===== src/rtl/crono_pkg.sv =====
`default_nettype none
// ============================================================================
// Module  : crono_pkg
// Purpose : Shared state encoding, BCD limits and digit helpers for the
//           N-field countdown chronometer.
// Rev     : 1.0  initial release
// ============================================================================
package crono_pkg;

    typedef enum logic [1:0] {
        IDLE = 2'd0,
        RUN  = 2'd1,
        DONE = 2'd2
    } state_t;

    localparam logic [3:0] SEC_TENS_MAX = 4'd5;
    localparam logic [3:0] UNITS_MAX    = 4'd9;

    // Out-of-range digits also wrap to 0 so a bad value cannot stick.
    function automatic logic [3:0] bcd_inc(input logic [3:0] digit, input logic [3:0] max);
        return (digit >= max) ? 4'd0 : digit + 4'd1;
    endfunction

    function automatic logic [3:0] bcd_dec(input logic [3:0] digit, input logic [3:0] max);
        return (digit == 4'd0) ? max : digit - 4'd1;
    endfunction

endpackage
`default_nettype wire


===== src/rtl/bcd_field_dec.sv =====
`default_nettype none
// ============================================================================
// Module  : bcd_field_dec
// Purpose : One 2-digit BCD field decrement with borrow in/out and a zero flag
//           on the decremented value.
// Rev     : 1.0  initial release
// ============================================================================
module bcd_field_dec (
    input  logic [7:0] i_value,
    input  logic [3:0] i_tens_max,
    input  logic [3:0] i_units_max,
    input  logic       i_borrow,
    output logic [7:0] o_value,
    output logic       o_borrow,
    output logic       o_zero
);

    always_comb begin
        o_value  = i_value;
        o_borrow = 1'b0;
        if (i_borrow) begin
            if (i_value[3:0] != 4'd0) begin
                o_value[3:0] = i_value[3:0] - 4'd1;
            end else begin
                o_value[3:0] = i_units_max;
                if (i_value[7:4] != 4'd0) begin
                    o_value[7:4] = i_value[7:4] - 4'd1;
                end else begin
                    o_value[7:4] = i_tens_max;
                    o_borrow     = 1'b1;
                end
            end
        end
    end

    assign o_zero = (o_value == 8'h00);

endmodule
`default_nettype wire


===== src/rtl/crono_countdown_n.sv =====
`default_nettype none
// ============================================================================
// Module  : crono_countdown_n
// Purpose : N-field BCD time editor with 1 Hz countdown to zero.
//           Optional macro CRONO_BLINK_EN builds the cursor-digit blink.
// Rev     : 1.0  initial release
// ============================================================================
module crono_countdown_n #(
    parameter int NFIELDS  = 3,
    parameter int HOUR_MAX = 23,
    parameter int CW       = $clog2(2*NFIELDS)
) (
    input  logic                   clk,
    input  logic                   reset,
    input  logic                   EN,
    input  logic                   BTup,
    input  logic                   BTdown,
    input  logic                   BTl,
    input  logic                   BTr,
    input  logic                   start,
    input  logic                   stop,
    input  logic                   tick,
    output logic [8*NFIELDS-1:0]   tval,
    output logic [CW-1:0]          contador,
    output logic                   running,
    output logic                   done,
    output logic                   blank
);
    import crono_pkg::*;

    localparam logic [3:0]    HOUR_TENS_MAX  = 4'(HOUR_MAX / 10);
    localparam logic [3:0]    HOUR_UNITS_MAX = 4'(HOUR_MAX % 10);
    localparam logic [CW-1:0] CUR_LAST       = CW'(2*NFIELDS - 1);

    state_t               r_state, w_state_nxt;
    logic [8*NFIELDS-1:0] r_tval, w_tval_nxt, w_tval_dec, w_tval_edit;
    logic [CW-1:0]        r_cur, w_cur_nxt;
    logic                 r_prev_up, r_prev_dn, r_prev_l, r_prev_r, r_prev_st;
    logic                 w_e_up, w_e_dn, w_e_l, w_e_r, w_e_st;
    logic [NFIELDS:0]     w_borrow;
    logic [NFIELDS-1:0]   w_zero;
    logic                 w_hit_zero;
    logic [3:0]           w_tens, w_units, w_tmax, w_umax;

    assign w_e_up = BTup   & ~r_prev_up;
    assign w_e_dn = BTdown & ~r_prev_dn;
    assign w_e_l  = BTl    & ~r_prev_l;
    assign w_e_r  = BTr    & ~r_prev_r;
    assign w_e_st = start  & ~r_prev_st;

    // Borrow chain runs from the LS field (highest index) up to field 0.
    assign w_borrow[NFIELDS] = 1'b1;

    generate
        for (genvar g = 0; g < NFIELDS; g++) begin : g_field
            localparam logic [3:0] TENS_LIM = (g == 0) ? HOUR_TENS_MAX : SEC_TENS_MAX;
            bcd_field_dec u_field (
                .i_value     (r_tval[8*(NFIELDS-g)-1 -: 8]),
                .i_tens_max  (TENS_LIM),
                .i_units_max (UNITS_MAX),
                .i_borrow    (w_borrow[g+1]),
                .o_value     (w_tval_dec[8*(NFIELDS-g)-1 -: 8]),
                .o_borrow    (w_borrow[g]),
                .o_zero      (w_zero[g])
            );
        end
    endgenerate

    // A borrow out of field 0 means we were already at zero; treat as expiry.
    assign w_hit_zero = (&w_zero) | w_borrow[0];

    always_comb begin
        w_tval_edit = r_tval;
        w_tens      = 4'd0;
        w_units     = 4'd0;
        w_tmax      = 4'd0;
        w_umax      = 4'd0;
        for (int f = 0; f < NFIELDS; f++) begin
            w_tens  = r_tval[8*(NFIELDS-f)-1 -: 4];
            w_units = r_tval[8*(NFIELDS-f)-5 -: 4];
            w_tmax  = (f == 0) ? HOUR_TENS_MAX : SEC_TENS_MAX;
            w_umax  = (f == 0 && w_tens == HOUR_TENS_MAX) ? HOUR_UNITS_MAX : UNITS_MAX;
            if (r_cur == CW'(2*f)) begin
                w_tens = w_e_up ? bcd_inc(w_tens, w_tmax) : bcd_dec(w_tens, w_tmax);
                if (f == 0 && w_tens == HOUR_TENS_MAX && w_units > HOUR_UNITS_MAX)
                    w_units = HOUR_UNITS_MAX;
            end else if (r_cur == CW'(2*f + 1)) begin
                w_units = w_e_up ? bcd_inc(w_units, w_umax) : bcd_dec(w_units, w_umax);
            end
            w_tval_edit[8*(NFIELDS-f)-1 -: 8] = {w_tens, w_units};
        end
    end

    always_comb begin
        w_state_nxt = r_state;
        w_tval_nxt  = r_tval;
        w_cur_nxt   = r_cur;
        if (!EN) begin
            w_state_nxt = IDLE;
            w_cur_nxt   = '0;
        end else begin
            case (r_state)
                IDLE: begin
                    if (w_e_r && !w_e_l)
                        w_cur_nxt = (r_cur == CUR_LAST) ? '0 : r_cur + CW'(1);
                    else if (w_e_l && !w_e_r)
                        w_cur_nxt = (r_cur == '0) ? CUR_LAST : r_cur - CW'(1);
                    if (w_e_up ^ w_e_dn)
                        w_tval_nxt = w_tval_edit;
                    if (w_e_st && (|r_tval))
                        w_state_nxt = RUN;
                end
                RUN: begin
                    if (stop) begin
                        w_state_nxt = IDLE;
                    end else if (tick && !w_e_st) begin
                        if (w_hit_zero) begin
                            w_tval_nxt  = '0;
                            w_state_nxt = DONE;
                        end else begin
                            w_tval_nxt  = w_tval_dec;
                        end
                    end
                end
                DONE: begin
                    if (stop)
                        w_state_nxt = IDLE;
                end
                default: w_state_nxt = IDLE;
            endcase
        end
    end

    always_ff @(posedge clk) begin
        if (reset) begin
            r_state   <= IDLE;
            r_tval    <= '0;
            r_cur     <= '0;
            r_prev_up <= 1'b0;
            r_prev_dn <= 1'b0;
            r_prev_l  <= 1'b0;
            r_prev_r  <= 1'b0;
            r_prev_st <= 1'b0;
        end else begin
            r_state   <= w_state_nxt;
            r_tval    <= w_tval_nxt;
            r_cur     <= w_cur_nxt;
            r_prev_up <= BTup;
            r_prev_dn <= BTdown;
            r_prev_l  <= BTl;
            r_prev_r  <= BTr;
            r_prev_st <= start;
        end
    end

`ifdef CRONO_BLINK_EN
    logic r_blank;
    always_ff @(posedge clk) begin
        if (reset)
            r_blank <= 1'b0;
        else if (!EN || r_state != IDLE || w_state_nxt != IDLE ||
                 w_e_up || w_e_dn || w_e_l || w_e_r)
            r_blank <= 1'b0;
        else if (tick)
            r_blank <= ~r_blank;
    end
    assign blank = r_blank;
`else
    assign blank = 1'b0;
`endif

    assign tval     = r_tval;
    assign contador = r_cur;
    assign running  = (r_state == RUN);
    assign done     = (r_state == DONE);

endmodule
`default_nettype wire

===== config.mk =====
export PLATFORM = sky130hd
export DESIGN_NAME = crono_countdown_n
export DESIGN_NICKNAME = d
export VERILOG_FILES = /design/src/rtl/crono_pkg.sv /design/src/rtl/bcd_field_dec.sv /design/src/rtl/crono_countdown_n.sv
export SDC_FILE = /design/constraint.sdc
export NUM_CORES = 1
export LEC_CHECK = 0
export CAP_MARGIN = 20
export CORE_AREA = 2 2 81 83
export CTS_CLUSTER_DIAMETER = 80
export DETAILED_ROUTE_END_ITERATION = 10
export DIE_AREA = 0 0 83 85
export PLACE_DENSITY_LB_ADDON = 0.1
export SLEW_MARGIN = 10
export SYNTH_ARGS = -nofsm -noshare
export SYNTH_HDL_FRONTEND = slang
export SYNTH_SLANG_ARGS = --single-unit

===== constraint.sdc =====
create_clock -name clk -period 4.58 [get_ports clk]
set_clock_uncertainty 0.2 [all_clocks]
set_input_delay 0.916 -clock clk [delete_from_list [all_inputs] [get_ports clk]]
set_output_delay 0.916 -clock clk [all_outputs]
set_load 0.1 [all_outputs]

==> results.md <==
| Item | Value | Unit |
|---|---|---|
| Number of buffers added for setup after CTS | 0 | - |
| Run status | completed | - |
| Power density over the cells | 259 | nW/µm² |
| Final Max Tran Viols | 0 | - |
| Total of cells resized after clock tree synthesis | 0 | - |
| First-pass GRT wire length | 16.4 | mm |
| Syn Nets | 500 | - |
| Endpoint required time on the critical path | 4550 | ps |
| Hold path depth | 2 | - |
| Endpoint kind of the worst setup timing path | flop | - |
| Total DRC errors in the routed layout | 0 | - |
| CTS buffer count | 5 | - |
| Setup TNS Final | 0 | ps |
| Layout-stage area growth over the synthesis result | 15.0 | % |
| Number of cells on the critical path | 8 | - |
| Share of final-layout standard cells stronger than drive strength 1 | 5.95 | % |
| Critical-path top delay cell | or4_4 | - |
| Worst R2R Setup Slack | 1080 | ps |
| CP arrival | 3470 | ps |
| Yosys cell types | 70 | - |
| Net count of the finished layout | 519 | - |
| Largest net degree at the start of global routing | 29 | - |
| Transition time of the tightest slew-check pin | 983 | ps |
| Leakage | 1.41 | nW |
| Mux contribution to synthesized area | 0.904 | % |
| PnR worst setup slack | 1080 | ps |
| Synthesized instance count | 467 | - |
| Headroom to the max-slew limit | 34.3 | % |
| Count of hold-fix buffers inserted at cts | 0 | - |
| List of most frequent post-synthesis cells | nor2_1 (43), a21oi_1 (40), o21ai_0 (36) | - |
| Family with the most delay on the worst path | simple AND/OR/NAND/NOR gates | - |
| Maximum Capacitance Violations | 0 | - |
| Count of buffer and inverter cells on the critical path | 1 | - |
| Shortest clock period the worst path allows after layout | 3500 | ps |
| Number of placement rows | 29 | - |
| Source of the worst hold timing path | contador[2] | - |
| Pre-CTS setup slack | 1060 | ps |
| Yosys reg bits | 34 | - |
| Main area contributors after synthesis | dfxtp_1 (20%), ha_1 (8.7%), a21oi_1 (6.0%) | - |
| Initial Utilization | 53.5 | % |
| Most common cell in the netlist | nor2_1 | - |
| # setup viols final | 0 | - |
| Top cell type by total area after synthesis | dfxtp_1 | - |
| Die Height | 85 | µm |
| DR WL met2 | 4.41 | mm |
| Number of antenna violations at the first check in global routing | 0 | - |
| EDFF count, synth | 0 | - |
| Post-synthesis async set-or-reset flop share | 0 | % |
| Share of Yosys cell area claimed by the top area cell type | 20.5 | % |
| Clock Tree Root | clkbuf_8 | - |
| CP Launch Type | flop | - |
| Violation count after the first detailed-routing iteration | 381 | - |
| Detailed-routed wire length on met3 | 715 | µm |
| Most frequently used flop master after synthesis | dfxtp_1 | - |
| Per-instance average area after synthesis | 7.11 | µm² |
| CTS tree | built | - |
| Adder and majority gate portion of the synthesized area | 8.67 | % |
| Combinational family with the most area after synthesis | compound AO/OA/AOI/OAI gates | - |
| Detailed placer's ending HPWL | 6.70 | mm |
| Origin of the critical flop-to-flop path | tval[0] | - |
| Die Outline Area | 7060 | µm² |
| Unrepaired setup endpoints after global routing | false | - |
| Hold-critical path endpoint | contador[2] | - |
| Overall die width | 83 | µm |
| Max incr delay on CP | 650 | ps |
| Number of fillers in the final layout | 604 | - |
| Routed wirelength normalized by instance count | 17.1 | µm |
| Number of inserted diodes | 0 | - |
| Global route total overflow | 0 | - |
| 1st-pass router iterations | 6 | - |
| Total clock sinks | 34 | - |
| I/O pin count | 40 | - |
| Post-route ant nets | 0 | - |
| Reg2Reg Depth | 8 | - |
| Worst R2R End | tval[6] | - |
| Core occupancy in the finished layout | 61.5 | % |
| Post-synthesis share of cell area spent on and, or, nand and nor gates | 31.1 | % |
| Worst-path clk slew | 70 | ps |
| Met1 Wirelength | 4.30 | mm |
| Area fraction in compound gates after synthesis | 31.3 | % |
| Final hold vios | 0 | - |
| Wire length reported by the detailed router | 9.66 | mm |
| Via count | 3,722 | - |
| Highest metal layer with signal wires | met4 | - |
| Warnings, synthesis | 0 | - |
| Classification of the worst-slack hold path | flop to flop | - |
| XOR/XNOR share of the synthesized area | 0.528 | % |
| Worst IR drop on VDD | 0.163 | mV |
| Number of global-route vias before repair | 3,363 | - |
| Cell-by-cell listing of the critical path | inv_1 > ha_1 > or3b_1 > or4_4 > or3_1 > a41o_1 > nand2_1 > a31oi_1 | - |
| Post-synthesis instance area | 3320 | µm² |
| Vias per Instance | 6.60 | - |
| Number of levels in the clock H-tree | 2 | - |
| Seq/Total Area, Yosys | 20.5 | % |
| Final GP Congestion | 0.939 | - |
| Total track usage | 27.7 | % |
| Fraction of the cycle the final worst path needs | 76.5 | % |
| Maximum fanout count along the critical path | 13 | - |
| Number of buffers between clock root and the deepest sink | 2 | - |
| Skew-Pair Late Insertion Delay | 290 | ps |
| Fmax | 0.285 | GHz |
| Floorplan core area | 6200 | µm² |
| Path type of the worst setup path | flop to flop | - |
| Port Buffers | 38 | - |
cell families after synthesis:
| logic type | Yosys count |
|---|---|
| AOI/OAI and AO/OA | 160 |
| xor gates and xnor gates | 2 |
| adders and majority gates | 23 |
| buffers and inverters | 56 |
| DFF | 34 |
| muxes | 3 |
| other | 1 |
| and+or+nand+nor | 188 |
layout by cell type, fill, tap and decap left out, types with 4 or more instances in the layout:
cell type / count
a211oi_1: 10
a21o_1: 4
a21oi_1: 40
a311oi_1: 5
a31oi_1: 12
buf_4: 8
clkbuf_8: 8
clkdlybuf4s50_1: 37
dfxtp_1: 34
ha_1: 23
inv_1: 22
nand2_1: 26
nand2b_1: 16
nand3_1: 22
nand4_1: 7
nor2_1: 43
nor2b_1: 12
nor3_1: 17
nor4b_1: 4
o2111ai_1: 5
o211ai_1: 6
o21ai_0: 36
or3_1: 7
or3b_1: 4
or4_1: 4
cell type report:
type	instances	area, µm²	share of cell area [%]
timing repair buffer	45	430	11.3
clock buffer	8	110	2.88
inverter	23	86.3	2.26
sequential	34	681	17.8
tap	77	96.3	2.52
multi-input combinational	377	2410	63.2
report_power, final:
| group | internal (mW) | leakage, nW | switching, mW | total [mW] |
|---|---|---|---|---|
| registers | 0.307 | 0.276 | 0.0245 | 0.331 |
| logic | 0.125 | 1.08 | 0.262 | 0.387 |
| clock network | 0.152 | 0.0575 | 0.121 | 0.273 |
| total | 0.584 | 1.41 | 0.407 | 0.991 |
worst max path at each step:
stage	endpoint	slack [ps]	startpoint
after floorplan	tval[21]	1210	tval[4]
after global placement	tval[17]	1160	BTup
after detailed placement	tval[17]	1060	BTup
after CTS	tval[6]	1120	tval[0]
after global routing	tval[19]	940	tval[0]
final	tval[6]	1080	tval[0]
layer usage:
layer	track usage, %	up-vias
li1	-	1779
met1	37.5	1747
met2	45.5	174
met3	3.99	22
met4	9.39	0
met5	0	-
registers in the layout, summed over array words and instances, names as in the netlist:
name and flops:
r_prev_st 1, r_prev_up 1, r_prev_dn 1, r_prev_l 1
tval 24, r_state 2, r_prev_r 1, contador 3
worst reg2reg max path, cell delays in order, from the launching register on:
cell and delay [ps]:
dfxtp_1 420, inv_1 100, ha_1 300, or3b_1 600, or4_4 650, or3_1 620, a41o_1 340, nand2_1 70
a31oi_1 90
per-stage QoR:
| step | power [mW] | area [µm²] | instances | hold WS (ps) |
|---|---|---|---|---|
| 4_1_cts | 0.988 | 3820 | 564 | 385 |
| 6_report | 0.991 | 3820 | 564 | 377 |
| 5_1_grt | 1.04 | 3820 | 564 | 444 |
| 2_1_floorplan | 0.624 | 3320 | 467 | 336 |
| 3_5_place_dp | 0.716 | 3710 | 556 | 370 |
| 3_3_place_gp | 0.714 | 3710 | 556 | 356 |
No activity file was read; power rests on OpenSTA's default activity.
